File: src/rtl/atanh_pwl.sv
`default_nettype none
// ============================================================================
// Module      : atanh_pwl
// Description : Pipelined inverse of the piecewise-linear tanh approximation.
//               Maps a signed fixed-point activation y (1.0 = SCALE) back to
//               its pre-activation x through three registered stages
//               (classify / invert / sign+saturate) under a valid/ready
//               handshake, and counts saturated results handed downstream.
// Ports       : clk        - clock, rising edge
//               rst_n      - asynchronous active-low reset
//               in_valid   - input sample valid
//               in_ready   - block can accept a sample this cycle
//               in_y       - signed activation value, scale SCALE
//               out_valid  - result valid
//               out_ready  - downstream accepts the result
//               out_x      - signed recovered pre-activation, scale SCALE
//               out_sat    - result was saturated (qualified by out_valid)
//               sat_clr    - synchronous clear of sat_count
//               sat_count  - saturated results handed off, sticks at all-ones
// Revision    : 1.0 - initial release
// ============================================================================
module atanh_pwl #(
  parameter int SCALE = 100000000,
  parameter int CNT_W = 16
) (
  input  logic             clk,
  input  logic             rst_n,
  input  logic             in_valid,
  output logic             in_ready,
  input  logic [31:0]      in_y,
  output logic             out_valid,
  input  logic             out_ready,
  output logic [31:0]      out_x,
  output logic             out_sat,
  input  logic             sat_clr,
  output logic [CNT_W-1:0] sat_count
);

  // Segment edges (upper edge inclusive) and linear-segment offsets.
  // Products are formed as (SCALE/n)*k to stay inside 32-bit int arithmetic.
  localparam logic [32:0] c_lim_a = 33'(SCALE / 2);         // 0.50
  localparam logic [32:0] c_lim_b = 33'((SCALE / 20) * 17); // 0.85
  localparam logic [32:0] c_lim_c = 33'(SCALE);             // 1.00
  localparam logic [31:0] c_off_b = 32'(SCALE / 4);         // 0.25
  localparam logic [31:0] c_off_c = 32'((SCALE / 10) * 7);  // 0.70

  localparam logic [31:0] c_pos_max = 32'h7FFF_FFFF;
  localparam logic [31:0] c_neg_max = 32'h8000_0000;

  localparam logic [1:0] c_seg_a = 2'd0;
  localparam logic [1:0] c_seg_b = 2'd1;
  localparam logic [1:0] c_seg_c = 2'd2;
  localparam logic [1:0] c_seg_s = 2'd3;

  // --------------------------------------------------------------------------
  // Handshake: a single stall term freezes every stage at once, so the
  // pipeline never needs per-stage skid storage.
  // --------------------------------------------------------------------------
  logic w_stall;
  logic r_v1;
  logic r_v2;
  logic r_v3;

  assign w_stall   = r_v3 && !out_ready;
  assign in_ready  = !w_stall;
  assign out_valid = r_v3;

  // --------------------------------------------------------------------------
  // Stage 1: sign, magnitude and segment classification.
  // The magnitude is formed in 33 bits so that -2^31 becomes +2^31 rather
  // than wrapping back to a negative number.
  // --------------------------------------------------------------------------
  logic [32:0] w_mag;
  logic [1:0]  w_seg;

  always_comb begin
    w_mag = in_y[31] ? (33'd0 - {in_y[31], in_y}) : {1'b0, in_y};
    w_seg = c_seg_s;
    if (w_mag <= c_lim_a) begin
      w_seg = c_seg_a;
    end else if (w_mag <= c_lim_b) begin
      w_seg = c_seg_b;
    end else if (w_mag <= c_lim_c) begin
      w_seg = c_seg_c;
    end
  end

  logic        r_s1_sign;
  logic [31:0] r_s1_mag;  // only meaningful for non-saturating segments
  logic [1:0]  r_s1_seg;

  always_ff @(posedge clk or negedge rst_n) begin
    if (!rst_n) begin
      r_v1      <= 1'b0;
      r_s1_sign <= 1'b0;
      r_s1_mag  <= 32'd0;
      r_s1_seg  <= c_seg_a;
    end else if (!w_stall) begin
      r_v1 <= in_valid;
      if (in_valid) begin
        r_s1_sign <= in_y[31];
        r_s1_mag  <= w_mag[31:0];
        r_s1_seg  <= w_seg;
      end
    end
  end

  // --------------------------------------------------------------------------
  // Stage 2: invert the selected linear segment. Segment slopes of tanh are
  // 1, 1/2 and 1/8, so the inverse slopes are plain left shifts.
  // Largest result is (1.0 - 0.7) * 8 = 2.4, well inside 32-bit signed.
  // --------------------------------------------------------------------------
  logic [31:0] w_r2;
  logic        w_sat2;

  always_comb begin
    w_r2   = 32'd0;
    w_sat2 = 1'b0;
    case (r_s1_seg)
      c_seg_a: w_r2 = r_s1_mag;
      c_seg_b: w_r2 = (r_s1_mag - c_off_b) << 1;
      c_seg_c: w_r2 = (r_s1_mag - c_off_c) << 3;
      default: w_sat2 = 1'b1;
    endcase
  end

  logic        r_s2_sign;
  logic [31:0] r_s2_r;
  logic        r_s2_sat;

  always_ff @(posedge clk or negedge rst_n) begin
    if (!rst_n) begin
      r_v2      <= 1'b0;
      r_s2_sign <= 1'b0;
      r_s2_r    <= 32'd0;
      r_s2_sat  <= 1'b0;
    end else if (!w_stall) begin
      r_v2 <= r_v1;
      if (r_v1) begin
        r_s2_sign <= r_s1_sign;
        r_s2_r    <= w_r2;
        r_s2_sat  <= w_sat2;
      end
    end
  end

  // --------------------------------------------------------------------------
  // Stage 3: re-apply the sign, or clamp to the signed 32-bit extremes.
  // --------------------------------------------------------------------------
  logic [31:0] w_x3;

  always_comb begin
    w_x3 = r_s2_r;
    if (r_s2_sat) begin
      w_x3 = r_s2_sign ? c_neg_max : c_pos_max;
    end else if (r_s2_sign) begin
      w_x3 = 32'd0 - r_s2_r;
    end
  end

  logic [31:0] r_out_x;
  logic        r_out_sat;

  always_ff @(posedge clk or negedge rst_n) begin
    if (!rst_n) begin
      r_v3      <= 1'b0;
      r_out_x   <= 32'd0;
      r_out_sat <= 1'b0;
    end else if (!w_stall) begin
      r_v3 <= r_v2;
      if (r_v2) begin
        r_out_x   <= w_x3;
        r_out_sat <= r_s2_sat;
      end
    end
  end

  assign out_x   = r_out_x;
  assign out_sat = r_out_sat;

  // --------------------------------------------------------------------------
  // Saturation counter: counts only results actually handed off, sticks at
  // all-ones, and a clear wins over a coincident increment.
  // --------------------------------------------------------------------------
  logic [CNT_W-1:0] r_sat_count;
  logic             w_sat_xfer;

  assign w_sat_xfer = r_v3 && out_ready && r_out_sat;

  always_ff @(posedge clk or negedge rst_n) begin
    if (!rst_n) begin
      r_sat_count <= '0;
    end else if (sat_clr) begin
      r_sat_count <= '0;
    end else if (w_sat_xfer && (r_sat_count != {CNT_W{1'b1}})) begin
      r_sat_count <= r_sat_count + 1'b1;
    end
  end

  assign sat_count = r_sat_count;

endmodule
`default_nettype wire

File: config.mk
export PLATFORM = sky130hd
export DESIGN_NAME = atanh_pwl
export DESIGN_NICKNAME = d
export VERILOG_FILES = /design/src/rtl/atanh_pwl.sv
export SDC_FILE = /design/constraint.sdc
export NUM_CORES = 1
export LEC_CHECK = 0
export ABC_CLOCK_PERIOD_IN_PS = 3100
export BUFFER_PORTS_ARGS = -buffer_cell sky130_fd_sc_hd__buf_2
export CELL_PAD_IN_SITES_DETAIL_PLACEMENT = 1
export CELL_PAD_IN_SITES_GLOBAL_PLACEMENT = 2
export CORE_AREA = 2 2 187 189
export DETAILED_ROUTE_END_ITERATION = 10
export DIE_AREA = 0 0 189 191
export PLACE_DENSITY = 0.59
export SLEW_MARGIN = 20
export SYNTH_ARGS = -nofsm -noshare
export SYNTH_HDL_FRONTEND = slang
export SYNTH_SLANG_ARGS = --single-unit
File: constraint.sdc
create_clock -name clk -period 3.1 [get_ports clk]
set_clock_uncertainty 0.05 [all_clocks]
set_input_delay 0.465 -clock clk [delete_from_list [all_inputs] [get_ports clk]]
set_output_delay 0.465 -clock clk [all_outputs]
set_load 0.01 [all_outputs]
### Yosys cells after proc, flatten, opt, wreduce, memory -nomap -nowiden

Cells that the tools add are included.

* bits of input ports: 37
* register bits after elaboration: 121

* muxes and demuxes: 11
* order comparisons: 3
* reduce and logical (&&, ||, !) cells: 12
* add/sub/neg operators: 5
* eq/ne operators: 3
* bitwise logic cells: 1

Operators by type and width (number)
* $mux 32: 3
* $pmux 32 s3: 1
* $le 33x27->1 const B: 2
* $le 33x26->1 const B: 1
* $mux 33: 1
* $sub 1x32->33 const A: 1
* $mux 16: 2
* $sub 1x32->32 const A: 1
* $sub 31x25->31 const B: 1
* $sub 29x27->29 const B: 1
* $add 16x1->16 const B: 1
* $ne 16x16->1 const B: 1
* $reduce_and 2->1: 3
* $logic_and 1x1->1: 4
* $mux 2: 2
* $reduce_or 3->1: 1
* $eq 2x1->1 const B: 1
* $eq 2x2->1 const B: 1
* $logic_not 1->1: 2
* $logic_not 2->1: 1
* $mux 1: 2
* $reduce_bool 2->1: 1
* $not 1->1: 1

### Depth between registers and ports, before layout

Gate-level depths: netlist (run 1).

* depth in word-level cells: 6
* depth in mapped cells: 12
* gate-level depth less buffers: 11

### Worst setup path after synthesis (run 1)

Ideal clock, no wire load.

* kind: input to register
* start: input port in_y[1]
* end: register r_s1_seg[0]
* path buffers: 1
* path slack: -0.190 ns
* stages on the path: 12
* arrival: 3.129 ns
* library setup time: 0.111 ns
* path through: clkbuf_1 inv_1 ha_1 nor3b_4 nand4_2 or3_1 a31oi_2 or4b_1 nand4bb_1 o21ai_1 a21oi_1 a222oi_1

* longest elaborated chain between the ends: 6

Ends and longest elaborated chain
* start, declared: RTL line 30 `input logic [31:0] in_y,`
* $sub 1x32->33: RTL line 77 `w_mag = in_y[31] ? (33'd0 - {in_y[31], in_y}) : {1'b0, in_y};`
* $mux 33 *: RTL line 77
* $le 33x27->1: RTL line 83 `end else if (w_mag <= c_lim_c) begin`
* $mux 1: RTL line 83
* $mux 2: RTL line 81 `end else if (w_mag <= c_lim_b) begin`
* $mux 2 *: RTL line 79 `if (w_mag <= c_lim_a) begin`
* end signal, assigned: RTL line 97 `r_s1_seg <= c_seg_a;`
* end signal, assigned: RTL line 103 `r_s1_seg <= w_seg;`
* end, declared: RTL line 90 `logic [1:0] r_s1_seg;`

Every way passes the cells marked *; elsewhere a longest branch is shown, timed or not.
A chain may end at the register's enable or synchronous reset.

### Worst setup path after layout (run 1)

* start: register r_s2_r[1]
* end: register r_out_x[30] (netlist: out_x[30])

* longest elaborated chain between the ends: 3

Ends and longest elaborated chain
* start, declared: RTL line 128 `logic [31:0] r_s2_r;`
* start signal, assigned: RTL line 141 `r_s2_r <= w_r2;`
* $sub 1x32->32: RTL line 157 `w_x3 = 32'd0 - r_s2_r;`
* $mux 32: RTL line 156 `end else if (r_s2_sign) begin`
* $mux 32: RTL line 154 `if (r_s2_sat) begin`
* end signal, assigned: RTL line 172 `r_out_x <= w_x3;`
* end, declared: RTL line 161 `logic [31:0] r_out_x;`

Every way passes these cells.

==> impl_metrics.ini, run 1 <==
[clock_network]
cts_buffer_depth = 2
clock-sinks = 121
cts.hold.buffers_added = 0
clkLatencyLatePin_ns = 0.43
cts_root_buf = clkbuf_16
cts_tree = yes
h-tree-depth = 4
cts_buffers = 17
cts.clk_slew.worst_paths_ns = 0.06

[synthesis]
synth_top_cell_area_share = 0.360
synth.distinct_cells = 78
yosysMostFrequentCell = nand2_1
synth_seq_area_share = 0.360
syn_area_sq_mm = 0.00842
avgSynthCellArea_sq_um = 7.92
syn_nets = 1107
synth_seq_cells = 121
synth_common_cells = 146 x nand2_1, 130 x o21ai_0, 121 x dfrtp_1
async_flop_share = 1.00
synth_area_leaders = dfrtp_1 36%, o21ai_0 7.7%, nand2_1 6.5%
synth_area_leader_cell = dfrtp_1
synthFlopType = dfrtp_1
synth_edf_count = 0
ys.warnings.count = 0
synth_cells = 1063

[placement]
gp_congestion = 0.781
dpl.hpwl_mm = 21.9
dp_cells = 1656
io_buffers = 87

[hold_path]
hp-class = input port to asynchronous set/reset pin

[power_and_ir_drop]
swShare = 0.416
intPower_mw = 5.22
clockPowerShare = 0.235
p_switching_mw = 3.71
power_frac_seq = 0.307
power.density_mw_per_mm2 = 817
power.share.combinational = 0.458
peakVddDrop_uv = 304
p_leak_nw = 4.71

[worst_setup_path]
critPathCaptureType = flop
critPathMaxFanout = 7
cp_slowest_stage_delay_ns = 0.42
cp.arrival_ns = 3.28
critPathBufInv = 2
required_ns = 3.35
r2r_setup_slack_ns = 0.07
cp-start-kind = flop
r2r_cells = 11
crit_family = simple AND/OR/NAND/NOR gates
r2r-start = r_s2_r[1]
worstPathCellList = inv_2 > ha_2 > or3b_4 > nor4b_4 > buf_4 > nand3_4 > or3_4 > o31ai_4 > o21ai_1 > o311ai_2 > o21ai_1
cp_slowest_cell = or3_4
path_class = flop to flop
cpMostUsedCell = o21ai_1
rr_endpoint = out_x[30]

[global_route]
grt_max_degree = 66
grt_pass1_wl_mm = 46.6
grt_usage = 0.162
grt_overflow = 0
grt_pass1_vias = 8462
antenna_found_initial = 1

[floorplanning]
fp.dieW_um = 189
die_y_um = 191
start_util = 0.247
dieArea_sq_mm = 0.0361
io_pins = 88
core_sq_mm = 0.0341
core.rowCount = 68

[detailed_routing]
wl_per_cell_um = 16.8
routed_wl_mm = 28.4
dr.pass1.iters = 4
ant_nets = 0
viasPerCell = 4.82
route.vias.total = 8157
drcViolationCount = 0
drtIter0Drc = 353

[timing]
max_slew.worst_pin.slew_ns = 0.739
final-setup-viol-count = 0
fmax_ghz = 0.330
min_period_ns = 3.03
finalHoldViolCount = 0
max-slew-margin-rel = 0.506
rsz0062_at_grt = true
maxSlewViolCount = 0
fin_crit_sh = 0.978

[status]
outcome = complete, no violations

[layout]
fillers = 4114
layout-drive-gt1-share = 0.243
area.growth.synth_to_final_pct = 29.7
layout.nets = 1268
n_antenna_cell = 0
utilization = 0.320
fin_cells = 1692

[job]
maxCapViolations = 0
## state kept, by name, summed over array words and instances, names as in the netlist
name / cells
sat_count: 16
r_v2: 1
out_valid: 1
out_sat: 1
r_s1_seg: 2
r_s1_mag: 32
r_s2_sign: 1
r_s2_sat: 1
r_s1_sign: 1
out_x: 32
r_v1: 1
r_s2_r: 32
## cells by family after synthesis
logic type	after synthesis	share of synthesized area
adder cells (fa/ha/maj)	7	0.0104
multiplexers	18	0.0220
buffers and inverters	109	0.0510
AO/OA/AOI/OAI	335	0.244
AND/OR/NAND/NOR	388	0.225
flip-flops	121	0.360
XOR/XNOR	85	0.0884
## area by class of cell
type	instances	area, sq um	area share
clock buffer	27	543	0.0497
clock inverter	5	80.1	0.00733
inverter	23	86.3	0.00790
multi-input combinational	833	5080	0.465
sequential	121	3030	0.277
tap	455	569	0.0521
timing repair buffer	228	1540	0.141
## how the worst max path moves through the flow
stage                              to  depth (start not counted)      start  slack [ns]
after floorplan           r_s1_seg[0]                         12    in_y[1]       -0.05
after global placement    r_s1_seg[0]                         10    in_y[0]       -0.20
after detailed placement  r_s1_seg[0]                         13    in_y[0]       -0.29
after CTS                   out_x[30]                         11  r_s2_r[1]        0.04
after global routing        out_x[30]                         11  r_s2_r[0]       -0.03
final                       out_x[30]                         11  r_s2_r[1]        0.07
## metal layers
metal	global-route usage	part of all wire	vias up
li1	-	-	4112
met5	0	0	-
met3	0.0229	0.026	16
met2	0.274	0.48	105
met1	0.218	0.49	3924
met4	0.0394	0.0089	0
## power by group through the flow
stage | Sequential [mW] | Combinational [mW] | Clock [mW]
CTS | 2.73 | 4.03 | 2.16
global route | 2.85 | 4.64 | 2.22
detailed placement | 2.76 | 4.01 | 0
floorplan | 2.60 | 2.50 | 0
global placement | 2.74 | 3.95 | 0
finish | 2.74 | 4.09 | 2.10
## worst register-to-register path: cells and delay by family (launching register included)
kind / cells / cell delay, ns
simple gates: 4 / 1.09
buf+inv: 2 / 0.25
fa+ha+maj: 1 / 0.17
compound gates: 4 / 0.95
flops: 1 / 0.39
## repair_timing
action	4_1_cts	5_1_grt
endpoints found under the setup margin	0	10
setup buffers	0	4
gates resized for setup	0	22
## per-stage QoR
step	TNS [ns]	hold WS (ns)	area (sq um)	power [mW]	worst slack [ns]
final	0	0.0330	10900	8.93	0.0677
after global routing	-0.0551	0.0796	10900	9.71	-0.0327
after CTS	0	0.0486	10800	8.92	0.0407
after detailed placement	-0.420	0.417	10200	6.78	-0.286
after global placement	-0.302	0.407	10200	6.69	-0.202
after floorplan	-0.0535	0.119	8450	5.10	-0.0535
## placed cells by master (no fill, tap or decap), drive strengths merged, types with 4 or more instances in the layout
cell / synthesis / final
nand2b: 5 / 5
nor2: 92 / 92
a21oi: 78 / 78
or4: 5 / 5
or3: 15 / 15
nor2b: 16 / 16
inv: 23 / 23
o2111ai: 5 / 5
nand3b: 4 / 4
and2: 4 / 4
xor2: 49 / 49
xnor2: 36 / 36
o22ai: 18 / 18
o41ai: 10 / 10
o31ai: 14 / 14
a21boi: 4 / 4
mux2: 4 / 4
a31oi: 16 / 16
nor4: 16 / 16
nand2: 147 / 147
and3: 13 / 13
clkbuf: 68 / 27
dfrtp: 121 / 121
nor3: 21 / 21
ha: 7 / 7
nor3b: 4 / 4
a211oi: 16 / 16
nor4b: 4 / 4
o21ai: 137 / 137
mux2i: 14 / 14
nand4: 10 / 10
buf: 18 / 228
nand3: 22 / 22
Note: power is estimated with default switching activity, not from simulation.
==> inputs of run 2 (changes only) <==
- REMOVE_ABC_BUFFERS: unset -> 1
==> run 2 against run 1 <==
Critical path depth is 2 higher. Flip-flop and latch count stayed put. Hold slack better by 0.29 ns. Routed wire length is 8.7% lower. Setup slack better by 0.094 ns. Core utilization is 0.65 points lower. Cell area is 2.0% lower. Largest cell class unchanged. Register-to-register slack better by 0.09 ns. Sequential power hardly changed.
==> impl_metrics.ini, run 2 (synthesis results as in run 1) <==
[status]
outcome = complete, no violations

[power_and_ir_drop]
intPower_mw = 5.12
power.share.combinational = 0.435
swShare = 0.406
clockPowerShare = 0.247
finalPower_mw = 8.63
power.density_mw_per_mm2 = 806
p_switching_mw = 3.50
power_frac_seq = 0.318
p_leak_nw = 4.61
peakVddDrop_uv = 398

[floorplanning]
die_y_um = 191
start_util = 0.247
dieArea_sq_mm = 0.0361
core_sq_mm = 0.0341
fp.dieW_um = 189
io_pins = 88
core.rowCount = 68

[placement]
dp_cells = 1642
place_area_sq_mm = 0.0101
io_buffers = 87
dpl.hpwl_mm = 19.8
post-place-ws_ns = -0.238
gp_congestion = 0.790

[detailed_routing]
routed_wl_mm = 26.0
viasPerCell = 4.76
drcViolationCount = 0
drtIter0Drc = 346
wl_per_cell_um = 15.5
route.vias.total = 7969
ant_nets = 0
dr.pass1.iters = 4

[timing]
maxSlewViolCount = 0
rsz0062_at_grt = true
max_slew.worst_pin.slew_ns = 0.801
min_period_ns = 2.94
max-slew-margin-rel = 0.465
final-setup-viol-count = 0
holdWs_ns = 0.323
fin_crit_sh = 0.948
fmax_ghz = 0.340
finalHoldViolCount = 0
layout_setup_ws_ns = 0.162

[worst_setup_path]
cpMostUsedCell = buf_4
rr_endpoint = out_x[26]
path_class = flop to flop
cp_slowest_stage_delay_ns = 0.40
cp-start-kind = flop
required_ns = 3.39
r2r_cells = 13
worstPathCellList = inv_1 > ha_2 > or3b_4 > nor4b_2 > buf_4 > nand3_1 > or3_4 > o31ai_4 > buf_4 > nand2_1 > a21oi_1 > o22ai_1 > o21ai_1
cp.arrival_ns = 3.23
r2r_setup_slack_ns = 0.16
cp_slowest_cell = or3b_4
critPathCaptureType = flop
critPathMaxFanout = 5
r2r-start = r_s2_r[1]

[clock_network]
cts_buffer_depth = 2
cts_buffers = 17
cts.clk_slew.worst_paths_ns = 0.06
h-tree-depth = 4
cts_root_buf = clkbuf_16
cts_tree = yes
clkLatencyLatePin_ns = 0.42
clock-sinks = 121

[hold_path]
hp-class = input port to flop
hold_end = r_v1
hold_path_depth = 3
min_from = in_valid

[layout]
fin_cells = 1674
final_common_cell = nand2_1
layout_common_cells = 144 x nand2_1, 129 x o21ai_0, 121 x buf_4, 121 x dfrtp_1, 92 x nor2_1
layout-drive-gt1-share = 0.219
finalInstanceArea_sq_mm = 0.0107
n_antenna_cell = 0
layout.nets = 1251
area.growth.synth_to_final_pct = 27.1

[global_route]
grt_usage = 0.148
grt_pass1_wl_mm = 43.8
grt_pass1_vias = 8120
grt_max_degree = 66
antenna_found_initial = 0
grt_overflow = 0

[job]
maxCapViolations = 0
run 2: worst max-delay path, delay by kind of cell (launching register included):
kind	cells	cell delay (ns)
AO/OA/AOI/OAI	4	0.63
buffers and inverters	3	0.43
AND/OR/NAND/NOR	5	1.20
flip-flops	1	0.38
adder cells (fa/ha/maj)	1	0.19
run 2: power groups by stage:
stage / Sequential, mW / Clock, mW / Combinational [mW]
after floorplan: 2.84 / 0 / 2.11
after global routing: 2.85 / 2.26 / 4.33
after detailed placement: 2.77 / 0 / 3.80
final: 2.74 / 2.13 / 3.75
after global placement: 2.75 / 0 / 3.74
after CTS: 2.74 / 2.19 / 3.82
run 2: timing repair:
action,CTS,global route
endpoints found under the hold margin,18,0
resized for setup,0,6
hold buffers,1,0
setup endpoints to repair,0,9
buffers inserted,0,0
run 2: worst max-delay path by stage:
stage	start	end	depth (start not counted)
after floorplan	in_y[6]	r_s1_seg[0]	9
after global placement	in_y[10]	r_s1_seg[0]	10
after detailed placement	in_y[10]	r_s1_seg[0]	10
after CTS	r_s2_r[1]	out_x[26]	13
after global routing	r_s2_r[1]	out_x[28]	13
final	r_s2_r[1]	out_x[26]	13
run 2: stage by stage:
| stage | TNS, ns | util |
|---|---|---|
| finish | 0 | 0.314 |
| CTS | 0 | 0.313 |
| detailed placement | -0.362 | 0.295 |
| floorplan | -0.0572 | - |
| global placement | -0.218 | 0.295 |
| global route | -0.0380 | 0.314 |
run 2: metal layers:
layer  track usage  vias to the layer above  share of wire
met5             0                        -              0
met4        0.0358                        0          0.012
met3        0.0215                       16          0.025
met2         0.235                      104           0.44
met1         0.211                     3766           0.52
li1              -                     4083              -
run 2: layout make-up:
class	instances	area (sq um)
clock buffers	24	482
well taps	455	569
fillers	4137	23400
multi-input cells	833	4990
inverters	23	86.3
flip-flops and latches	121	3030
repair buffers	211	1410
clock inverters	7	139
